**config.mk**
```make
export PLATFORM = sky130hd
export DESIGN_NAME = prometheus_fx3_gpif_if
export DESIGN_NICKNAME = d
export VERILOG_FILES = /design/src/rtl/prometheus_fx3_gpif_if.sv
export SDC_FILE = /design/constraint.sdc
export NUM_CORES = 1
export LEC_CHECK = 0
export ABC_AREA = 1
export BUFFER_PORTS_ARGS = -buffer_cell sky130_fd_sc_hd__buf_2
export CAP_MARGIN = 20
export CORE_MARGIN = 5
export CORE_UTILIZATION = 47
export CTS_CLUSTER_DIAMETER = 30
export DETAILED_ROUTE_END_ITERATION = 12
export MAX_ROUTING_LAYER = met4
export PLACE_DENSITY = 0.87
export RECOVER_POWER = 100
export SLEW_MARGIN = 20
export SYNTH_ARGS = -nofsm -noshare
export SYNTH_HDL_FRONTEND = slang
export SYNTH_SLANG_ARGS = --single-unit
```
**constraint.sdc**
```tcl
create_clock -name clk_100 -period 2.8 [get_ports clk_100]
set_clock_uncertainty 0.05 [all_clocks]
set_input_delay 0.28 -clock clk_100 [delete_from_list [all_inputs] [get_ports clk_100]]
set_output_delay 0.28 -clock clk_100 [all_outputs]
set_load 0.02 [all_outputs]
```
**src/rtl/prometheus_fx3_gpif_if.sv**
```systemverilog
// FX3 GPIF-II slave FIFO pin stage: registers flags/data in, client strobes/data out,
// arbitrates loopback vs stream with a quiet drain between modes.
module prometheus_fx3_gpif_if #(
    parameter logic [1:0]  RD_ADDR      = 2'b11,
    parameter logic [1:0]  WR_ADDR      = 2'b00,
    parameter logic [1:0]  STREAM_ADDR  = 2'b00,
    parameter int unsigned QUIET_CYCLES = 4
) (
    input  logic        clk_100,
    input  logic        rst_n,
    input  logic [1:0]  mode_req,
    input  logic        fx3_flaga,
    input  logic        fx3_flagb,
    input  logic        fx3_flagc,
    input  logic        fx3_flagd,
    input  logic [31:0] fx3_data_i,
    output logic [31:0] fx3_data_o,
    output logic        fx3_data_oe,
    output logic [1:0]  fx3_addr,
    output logic        fx3_slrd_n,
    output logic        fx3_sloe_n,
    output logic        fx3_slwr_n,
    output logic        fx3_pktend_n,
    output logic        i_gpif_in_ch0_rdy_d,
    output logic        i_gpif_out_ch0_rdy_d,
    output logic        i_gpif_in_ch1_rdy_d,
    output logic        i_gpif_out_ch1_rdy_d,
    output logic        loopback_mode_selected,
    output logic        stream_mode_selected,
    output logic [31:0] data_in_loopback,
    input  logic        lb_re_n,
    input  logic        lb_oe_n,
    input  logic        lb_we_n,
    input  logic        lb_rd_addr_sel,
    input  logic [31:0] lb_data_out,
    input  logic        st_we_n,
    input  logic        st_pktend_n,
    input  logic [31:0] st_data_out,
    output logic [15:0] rd_word_cnt,
    output logic [15:0] wr_word_cnt,
    output logic        proto_err
);

    typedef enum logic [1:0] {StIdle, StLoopback, StStream, StDrain} state_e;
    typedef enum logic [1:0] {CliNone, CliLb, CliSt} client_e;

    localparam logic [3:0] QuietLast = 4'(QUIET_CYCLES - 1);

    state_e      state_q, state_d;
    client_e     client_q, client_d;
    logic [3:0]  quiet_q, quiet_d;
    logic        cnt_clear;
    logic        lb_route, st_route, client_quiet, conflict;
    logic        r_re_n, r_oe_n, r_we_n, r_pktend_n;
    logic [31:0] r_data;
    logic [1:0]  r_addr;

    // State register
    always_ff @(posedge clk_100 or negedge rst_n) begin
        if (!rst_n) begin
            state_q  <= StIdle;
            client_q <= CliNone;
            quiet_q  <= 4'd0;
        end else begin
            state_q  <= state_d;
            client_q <= client_d;
            quiet_q  <= quiet_d;
        end
    end

    // Next-state logic
    always_comb begin
        state_d   = state_q;
        client_d  = client_q;
        quiet_d   = 4'd0;
        cnt_clear = 1'b0;
        unique case (state_q)
            StIdle: begin
                if (mode_req == 2'd1) begin
                    state_d   = StLoopback;
                    client_d  = CliLb;
                    cnt_clear = 1'b1;
                end else if (mode_req == 2'd2) begin
                    state_d   = StStream;
                    client_d  = CliSt;
                    cnt_clear = 1'b1;
                end
            end
            StLoopback: if (mode_req != 2'd1) state_d = StDrain;
            StStream:   if (mode_req != 2'd2) state_d = StDrain;
            StDrain: begin
                // Any active strobe of the latched client restarts the quiet count.
                if (client_quiet) begin
                    if (quiet_q == QuietLast) begin
                        state_d  = StIdle;
                        client_d = CliNone;
                    end else begin
                        quiet_d = quiet_q + 4'd1;
                    end
                end
            end
            default: state_d = StIdle;
        endcase
    end

    // Output / routing logic
    always_comb begin
        loopback_mode_selected = (state_q == StLoopback);
        stream_mode_selected   = (state_q == StStream);
        lb_route = (state_q == StLoopback) || ((state_q == StDrain) && (client_q == CliLb));
        st_route = (state_q == StStream) || ((state_q == StDrain) && (client_q == CliSt));

        unique case (client_q)
            CliLb:   client_quiet = lb_re_n & lb_oe_n & lb_we_n;
            CliSt:   client_quiet = st_we_n & st_pktend_n;
            default: client_quiet = 1'b1;
        endcase

        r_re_n     = 1'b1;
        r_oe_n     = 1'b1;
        r_we_n     = 1'b1;
        r_pktend_n = 1'b1;
        r_data     = 32'd0;
        r_addr     = WR_ADDR;
        if (lb_route) begin
            r_re_n = lb_re_n;
            r_oe_n = lb_oe_n;
            r_we_n = lb_we_n;
            r_data = lb_data_out;
            r_addr = lb_rd_addr_sel ? RD_ADDR : WR_ADDR;
        end else if (st_route) begin
            r_we_n     = st_we_n;
            r_pktend_n = st_pktend_n;
            r_data     = st_data_out;
            r_addr     = STREAM_ADDR;
        end
        conflict = ~r_oe_n & ~r_we_n;
    end

    // Pad and status registers
    always_ff @(posedge clk_100 or negedge rst_n) begin
        if (!rst_n) begin
            fx3_slrd_n           <= 1'b1;
            fx3_sloe_n           <= 1'b1;
            fx3_slwr_n           <= 1'b1;
            fx3_pktend_n         <= 1'b1;
            fx3_data_oe          <= 1'b0;
            fx3_data_o           <= 32'd0;
            fx3_addr             <= WR_ADDR;
            i_gpif_in_ch0_rdy_d  <= 1'b0;
            i_gpif_out_ch0_rdy_d <= 1'b0;
            i_gpif_in_ch1_rdy_d  <= 1'b0;
            i_gpif_out_ch1_rdy_d <= 1'b0;
            data_in_loopback     <= 32'd0;
            rd_word_cnt          <= 16'd0;
            wr_word_cnt          <= 16'd0;
            proto_err            <= 1'b0;
        end else begin
            fx3_slrd_n           <= r_re_n;
            fx3_sloe_n           <= r_oe_n;
            fx3_slwr_n           <= r_we_n | conflict;
            fx3_pktend_n         <= r_pktend_n;
            fx3_data_oe          <= ~r_we_n & ~conflict;
            fx3_addr             <= r_addr;
            if (!r_we_n) fx3_data_o <= r_data;
            i_gpif_in_ch0_rdy_d  <= fx3_flaga;
            i_gpif_out_ch0_rdy_d <= fx3_flagb;
            i_gpif_in_ch1_rdy_d  <= fx3_flagc;
            i_gpif_out_ch1_rdy_d <= fx3_flagd;
            data_in_loopback     <= fx3_data_i;
            if (conflict) proto_err <= 1'b1;
            if (cnt_clear) begin
                rd_word_cnt <= 16'd0;
                wr_word_cnt <= 16'd0;
            end else begin
                if (!fx3_slrd_n) rd_word_cnt <= rd_word_cnt + 16'd1;
                if (!fx3_slwr_n) wr_word_cnt <= wr_word_cnt + 16'd1;
            end
        end
    end

endmodule

```
==> results by group, run 1 <==
STA
  • Max_slew headroom: 33.9%
  • Fin. Hold Viols: 0
  • Fin crit period: 2.29 ns
  • Final slew viol count: 0
  • RSZ-0062 raised after global routing: no
  • Worst-margin pin slew: 0.991 ns
  • Max Clk Rate: 437 MHz
  • Final setup fails: 0
  • Ratio of final minimum period to clock period: 81.6%
  • Setup TNS: 0 ns

GRT
  • Largest net degree at the start of global routing: 66
  • Initial antenna violation count: 0
  • First-pass GRT wire length: 23.3 mm
  • All-Layer GR Usage: 23.3%
  • Vias in the first global route: 4885
  • GRT overflow: 0

Clock tree
  • Postcts setup bufs: 0
  • Clock buffer depth: 2
  • CTS Root Cell: clkbuf_8
  • Worst-path clk slew: 0.06 ns
  • Htree depth: 4
  • Post-cts resize count: 0
  • CTS tree: built
  • Later-pin clock latency in the skew report: 0.51 ns
  • Hold_buf cts: 42
  • Clock Sinks: 115
  • CTS Buf Count: 17

Floorplanning
  • Die H: 114 um
  • Ports: 220
  • Die area: 0.0130 mm^2
  • Initial core utilization: 47.4%
  • Core area: 0.0107 mm^2
  • # rows: 38
  • Die width: 114 um

Cells and area
  • Diode count: 0
  • Area growth, synth to finish: 40.0%
  • Non-filler cells, final: 1016
  • Layout cells sized above 1: 16.7%
  • Multi-input gate area: 0.00175 mm^2
  • Seq. cell area: 0.00288 mm^2
  • # nets final: 984
  • Fillcell total: 916

Setup path
  • Largest stage delay, worst path: 0.45 ns
  • Worst r2r path cells: 8
  • Worst path slowest cell: inv_1
  • Reg2reg setup slack: 0.51 ns
  • Setup CP Type: register to register
  • Worst Path Required: 3.11 ns
  • CP endpoint kind: register
  • Worst path arrival time: 2.60 ns
  • Crit-path cells: ha_1 > a21oi_1 > buf_4 > inv_1 > nand2_1 > nand2_1 > nand2_1 > o21ai_0
  • Worst r2r dst: fx3_data_o[9]$_DFFE_PN0N_
  • Startpoint types: register
  • Reg-to-Reg Start: state_q[0]$_DFFE_PN0P_
  • CP Max Fanout: 32
  • CP most frequent cell: nand2_1

Power
  • LEAKAGE: 3.57 nW
  • Peak VDD IR: 0.446 mV
  • Power per cell area: 873 mW/mm^2

Synth
  • Sequential element share of the synthesized area: 56.6%
  • Post-Syn Area: 0.00509 mm^2
  • Distinct cells, synth: 29
  • Post-synth net total: 718
  • Synthesized area per cell: 8.53 um^2
  • Synth Warn #: 0
  • Gate Count Post-Synth: 597
  • FF+latch count, synth: 115

Outcome
  • Status: completed

Routing
  • DR vias: 4898
  • Routed len/inst: 14.0 um
  • Routed WL: 14.2 mm
  • Drt first pass iters: 5
  • DR iter-0 viols: 366
  • Post-DRT Antenna Nets: 0
  • Vias per inst: 4.82
  • Drt drc: 0

Place
  • Hpwl dp: 9.63 mm
  • PortBufs: 219
  • Placed Instances: 942
  • Routability cong.: 0.858

Min path
  • Hold path cells: 5
  • Min-delay src: lb_data_out[16]
  • End of the worst hold path: fx3_data_o[16]$_DFFE_PN0N_
  • Hold crit path type: primary input to register

Job
  • Max cap viols: 0
[worst max-delay path: cells and delay by family, from the launching register on]
kind	cells	cell delay [ns]
buf+inv	2	0.75
flops	1	0.42
simple gates	3	0.34
compound gates	2	0.30
fa+ha+maj	1	0.27
[flip-flops by register name (all words and copies together) (netlist names)]
name	cells
wr_word_cnt	16
i_gpif_out_ch0_rdy_d	1
fx3_addr	1
fx3_sloe_n	1
fx3_slwr_n	1
fx3_data_oe	1
proto_err	1
fx3_data_o	32
rd_word_cnt	16
i_gpif_in_ch1_rdy_d	1
client_q	2
fx3_slrd_n	1
quiet_q	4
fx3_pktend_n	1
i_gpif_in_ch0_rdy_d	1
i_gpif_out_ch1_rdy_d	1
data_in_loopback	32
state_q	2
[layout by cell type, fill, tap and decap left out, types with 2 or more instances in the layout]
master | synthesis | final
nand2_1 | 170 | 170
clkbuf_1 | 3 | 119
dfrtp_1 | 111 | 111
buf_2 | 6 | 103
inv_1 | 86 | 86
o21ai_0 | 38 | 52
nand3_1 | 50 | 50
nor2_1 | 45 | 45
dlygate4sd3_1 | 0 | 42
a21oi_1 | 21 | 22
clkbuf_16 | 0 | 16
ha_1 | 11 | 11
nor3_1 | 6 | 6
clkbuf_8 | 0 | 5
nand4_1 | 4 | 4
buf_4 | 2 | 4
o21bai_1 | 3 | 3
clkinv_2 | 0 | 3
dfstp_2 | 4 | 3
or2_2 | 2 | 2
xor2_1 | 2 | 2
a31oi_1 | 2 | 2
clkinvlp_4 | 0 | 2
bufinv_16 | 0 | 2
clkbuf_2 | 1 | 2
[synth_stat cells]
master    count  area share, %
dfstp_2       4            2.1
nand2_1     170             13
xor2_1        2           0.34
buf_1         3           0.22
xnor2_1       1           0.17
buf_6         6            1.3
inv_1        86            6.3
nand4_1       4           0.49
o22ai_2       1           0.25
a31oi_1       2           0.25
a21oi_1      21            2.1
a21oi_2       1           0.17
or2_2         2           0.25
buf_2         6           0.59
nor3b_1       1           0.15
o21a_1        1           0.15
dfrtp_1     111             55
clkbuf_2      1          0.098
nor2_1       45            3.3
nor3_1        6           0.59
ha_1         11            2.7
o21ai_0      38            3.7
o21bai_1      3           0.44
nor3_2        1           0.20
o221ai_1      1           0.17
o21ai_1      14            1.4
nand3_1      50            4.9
buf_4         2           0.29
clkbuf_1      3           0.22
[worst max-delay path by stage]
stage	startpoint	endpoint	slack, ns	cells after the start
after global placement	state_q[0]$_DFFE_PN0P_	fx3_data_o[8]$_DFFE_PN0N_	0.65	8
after floorplan	state_q[0]$_DFFE_PN0P_	fx3_data_o[14]$_DFFE_PN0N_	1.13	9
after CTS	state_q[1]$_DFFE_PN0P_	fx3_data_o[22]$_DFFE_PN0N_	0.54	9
final	state_q[0]$_DFFE_PN0P_	fx3_data_o[9]$_DFFE_PN0N_	0.51	8
after detailed placement	state_q[1]$_DFFE_PN0P_	fx3_data_o[27]$_DFFE_PN0N_	0.56	9
after global routing	state_q[1]$_DFFE_PN0P_	fx3_data_o[14]$_DFFE_PN0N_	0.29	9
[per-layer routing]
metal / part of all wire [%] / vias to the layer above / track usage [%]
li1: - / 2396 / -
met5: 0 / - / -
met2: 52 / 184 / 39.7
met4: 1.3 / 0 / 7.44
met3: 6.3 / 20 / 5.23
met1: 40 / 2298 / 27.5
[cells by family (layout without fill, tap and decap cells)]
group,Yosys count,after routing,synth area share [%]
buffers and inverters,107,386,9.10
and+or+nand+nor,279,279,22.4
xor gates and xnor gates,3,3,0.516
DFF,115,115,56.6
adders and majority gates,11,11,2.70
AOI/OAI and AO/OA,82,82,8.60
[through the flow]
step	instance area, um^2	worst slack (ns)	hold WS (ns)	power, mW	util (%)
floorplan	5090	1.13	-0.0656	3.61	-
finish	7130	0.514	0.0208	6.22	66.3
CTS	7300	0.544	0.00650	6.35	68.0
global placement	6300	0.648	0.118	4.15	58.7
global route	7130	0.286	0.0275	6.64	66.3
detailed placement	6300	0.556	0.121	4.21	58.7
[power by group]
| group | total, mW | internal (mW) | switching, mW |
|---|---|---|---|
| registers | 2.14 | 1.95 | 0.193 |
| clock network | 2.09 | 1.36 | 0.734 |
| logic | 1.99 | 0.612 | 1.38 |
| total | 6.22 | 3.92 | 2.30 |
[final cells by class]
cell class	count	area share, %
clock inverter	8	1.39
clock buffer	24	6.74
multi-input combinational	375	24.5
inverter	86	4.53
sequential	115	40.4
tap	140	2.46
timing repair buffer	268	19.9
(Power assumes the default switching activity.)
==> inputs of run 2 (changes only) <==
- clock period: 2.8 -> 2.2 ns (I/O delays scaled with it)
==> run 2 against run 1 <==
Power rose by 29%; sequential share of layout area fell by 2.4 points; fmax rose by 19%; worst setup slack got worse by 0.23 ns; cell count rose by 4.2%; critical endpoint is now fx3_data_o[28]$_DFFE_PN0N_; hold slack got worse by 0.0067 ns; via count rose by 5.5%; critical path depth fell by 1; register-to-register slack got worse by 0.23 ns; sequential cell count did not move.
==> results by group, run 2 (same netlist as run 1, synthesis figures left out) <==
Cells and area
  • Final Instance Area: 0.00757 mm^2 (+6.2%)
  • Layout cells sized above 1: 17.0% (+0.31 points)
  • Area growth, synth to finish: 48.7%
  • Most frequent cells in the layout: nand2_1 (170), clkbuf_1 (112), dfrtp_1 (111)
  • # nets final: 1027 (+4.4%)
  • Largest registers: data_in_loopback: 32 flops, fx3_data_o: 32 flops
  • Commonest non-fill, non-tap cell in the layout: nand2_1
  • Diode count: 0 (unchanged)

Min path
  • Hold crit path type: primary input to register
  • Hold path cells: 5 (unchanged)

STA
  • WHS: 0.0141 ns (-0.00670 ns)
  • Final setup fails: 0 (unchanged)
  • Ratio of final minimum period to clock period: 87.2% (+5.5 points)
  • Fin crit period: 1.92 ns (-0.368 ns)
  • Max_slew headroom: 14.1% (-20 points)
  • Worst-margin pin slew: 1.29 ns (+0.298 ns)
  • RSZ-0062 raised after global routing: no
  • Final slew viol count: 0 (unchanged)
  • Fin. Hold Viols: 0 (unchanged)
  • Worst setup margin: 0.282 ns (-0.232 ns)
  • Max Clk Rate: 521 MHz (+19%)
  • Setup TNS: 0 ns (unchanged)

Routing
  • Post-DRT Antenna Nets: 0 (unchanged)
  • DR iter-0 viols: 536 (+46%)
  • Drt first pass iters: 6 (+1)
  • Routed WL: 15.6 mm (+10%)
  • Routed len/inst: 14.8 um (+5.7%)
  • DR vias: 5165 (+5.5%)
  • Drt drc: 0 (unchanged)
  • Vias per inst: 4.88 (+1.2%)

Clock tree
  • Post-cts resize count: 0 (unchanged)
  • Postcts setup bufs: 0 (unchanged)
  • CTS Buf Count: 17 (unchanged)
  • Htree depth: 4 (unchanged)
  • Clock buffer depth: 2 (unchanged)
  • Worst-path clk slew: 0.06 ns (about the same)
  • Clock Sinks: 115 (unchanged)
  • Later-pin clock latency in the skew report: 0.50 ns (about the same)
  • CTS tree: built
  • CTS Root Cell: clkbuf_8

Place
  • PortBufs: 219 (unchanged)
  • Routability cong.: 0.880 (+2.6%)
  • Placed inst area: 0.00634 mm^2 (+0.64%)
  • Dpl ws: 0.299 ns (-0.257 ns)
  • Hpwl dp: 9.62 mm (about the same)

Floorplanning
  • Ports: 220 (unchanged)
  • Die width: 114 um (unchanged)
  • # rows: 38 (unchanged)
  • Die H: 114 um (unchanged)
  • Initial core utilization: 47.4% (unchanged)
  • Die area: 0.0130 mm^2 (unchanged)
  • Core area: 0.0107 mm^2 (unchanged)

Power
  • LEAKAGE: 3.76 nW (+5.2%)
  • Peak VDD IR: 0.595 mV (+33%)
  • Power per cell area: 1060 mW/mm^2 (+21%)

Setup path
  • Crit-path cells: inv_1 > ha_1 > a21oi_4 > nand2_1 > o22ai_2 > buf_12 > o21ai_0
  • Setup CP Type: register to register
  • Worst path arrival time: 2.24 ns (-0.36 ns)
  • Worst path slowest cell: dfrtp_1
  • Crit-path leading delay family: compound AO/OA/AOI/OAI gates
  • Startpoint types: register
  • Largest stage delay, worst path: 0.40 ns (-0.05 ns)
  • CP endpoint kind: register
  • Levels on crit path: 7 (-1)
  • Bufs and invs on worst path: 2 (unchanged)
  • Worst r2r path cells: 7 (-1)
  • CP Max Fanout: 59 (+84%)
  • Worst Path Required: 2.52 ns (-0.59 ns)

GRT
  • All-Layer GR Usage: 25.5% (+2.2 points)
  • Largest net degree at the start of global routing: 60 (-9.1%)
  • First-pass GRT wire length: 25.6 mm (+9.9%)
  • Vias in the first global route: 5487 (+12%)
  • GRT overflow: 0 (unchanged)
  • Initial antenna violation count: 0 (unchanged)

Outcome
  • Status: completed

Job
  • Max cap viols: 0 (unchanged)
-- run 2: cell types whose count changed in the layout (fill, tap and decap cells not counted), moves of 3 or more --
cell,change
clkbuf_8,-3
inv_6,+3
dlygate4sd3_1,+41
clkbuf_1,-7
buf_2,+3
-- run 2: power by group --
part | switching, mW | internal [mW] | leakage [nW] | total (mW)
Combinational | 1.83 | 0.878 | 2.03 | 2.71
Sequential | 0.242 | 2.48 | 1.47 | 2.72
Clock | 1.03 | 1.54 | 0.264 | 2.57
Total | 3.11 | 4.89 | 3.76 | 8.00
-- run 2: timing repair --
item | CTS | global route
setup endpoints to repair | 0 | 0
endpoints found under the hold margin | 116 | 0
hold buffers | 83 | 0
-- run 2: per-stage QoR --
step | power (mW) | std cells | util, %
6_report | 8.00 | 1059 | 70.4
5_1_grt | 8.50 | 1059 | 70.4
4_1_cts | 8.12 | 1059 | 71.9
3_5_place_dp | 5.41 | 944 | 59.0
3_3_place_gp | 5.34 | 944 | 59.0
2_1_floorplan | 4.59 | 597 | -
-- run 2: cell type report --
class	instances	area (um^2)
tap	140	175
multi-input combinational	375	1750
clock inverter	14	128
fill	884	3180
inverter	86	323
sequential	115	2880
timing repair buffer	311	1880
clock buffer	18	428
-- run 2: path summary, 6_finish.rpt --
check	startpoint	endpoint	slack, ns
max	state_q[1]$_DFFE_PN0P_	fx3_data_o[28]$_DFFE_PN0N_	0.28
min	st_data_out[19]	fx3_data_o[19]$_DFFE_PN0N_	0.01
max reg2reg	state_q[1]$_DFFE_PN0P_	fx3_data_o[28]$_DFFE_PN0N_	0.28
min reg2reg	quiet_q[0]$_DFF_PN0_	quiet_q[0]$_DFF_PN0_	0.44
max in group asynchronous	rst_n	data_in_loopback[14]$_DFF_PN0_	0.43
min in group asynchronous	rst_n	wr_word_cnt[10]$_DFFE_PN0P_	0.50
-- run 2: worst min-delay path, delay by kind of cell --
family	cells	cell delay (ns)
AOI/OAI and AO/OA	1	0.07
buffers and inverters	1	0.08
and+or+nand+nor	3	0.16
-- run 2: layer usage --
layer / vias to the layer above / routed length (um) / GRT usage (%)
met1: 2384 / 5990 / 29.3
met3: 48 / 1110 / 5.29
met2: 251 / 8000 / 43.0
li1: 2482 / - / -
met5: - / 0 / -
met4: 0 / 523 / 11.3
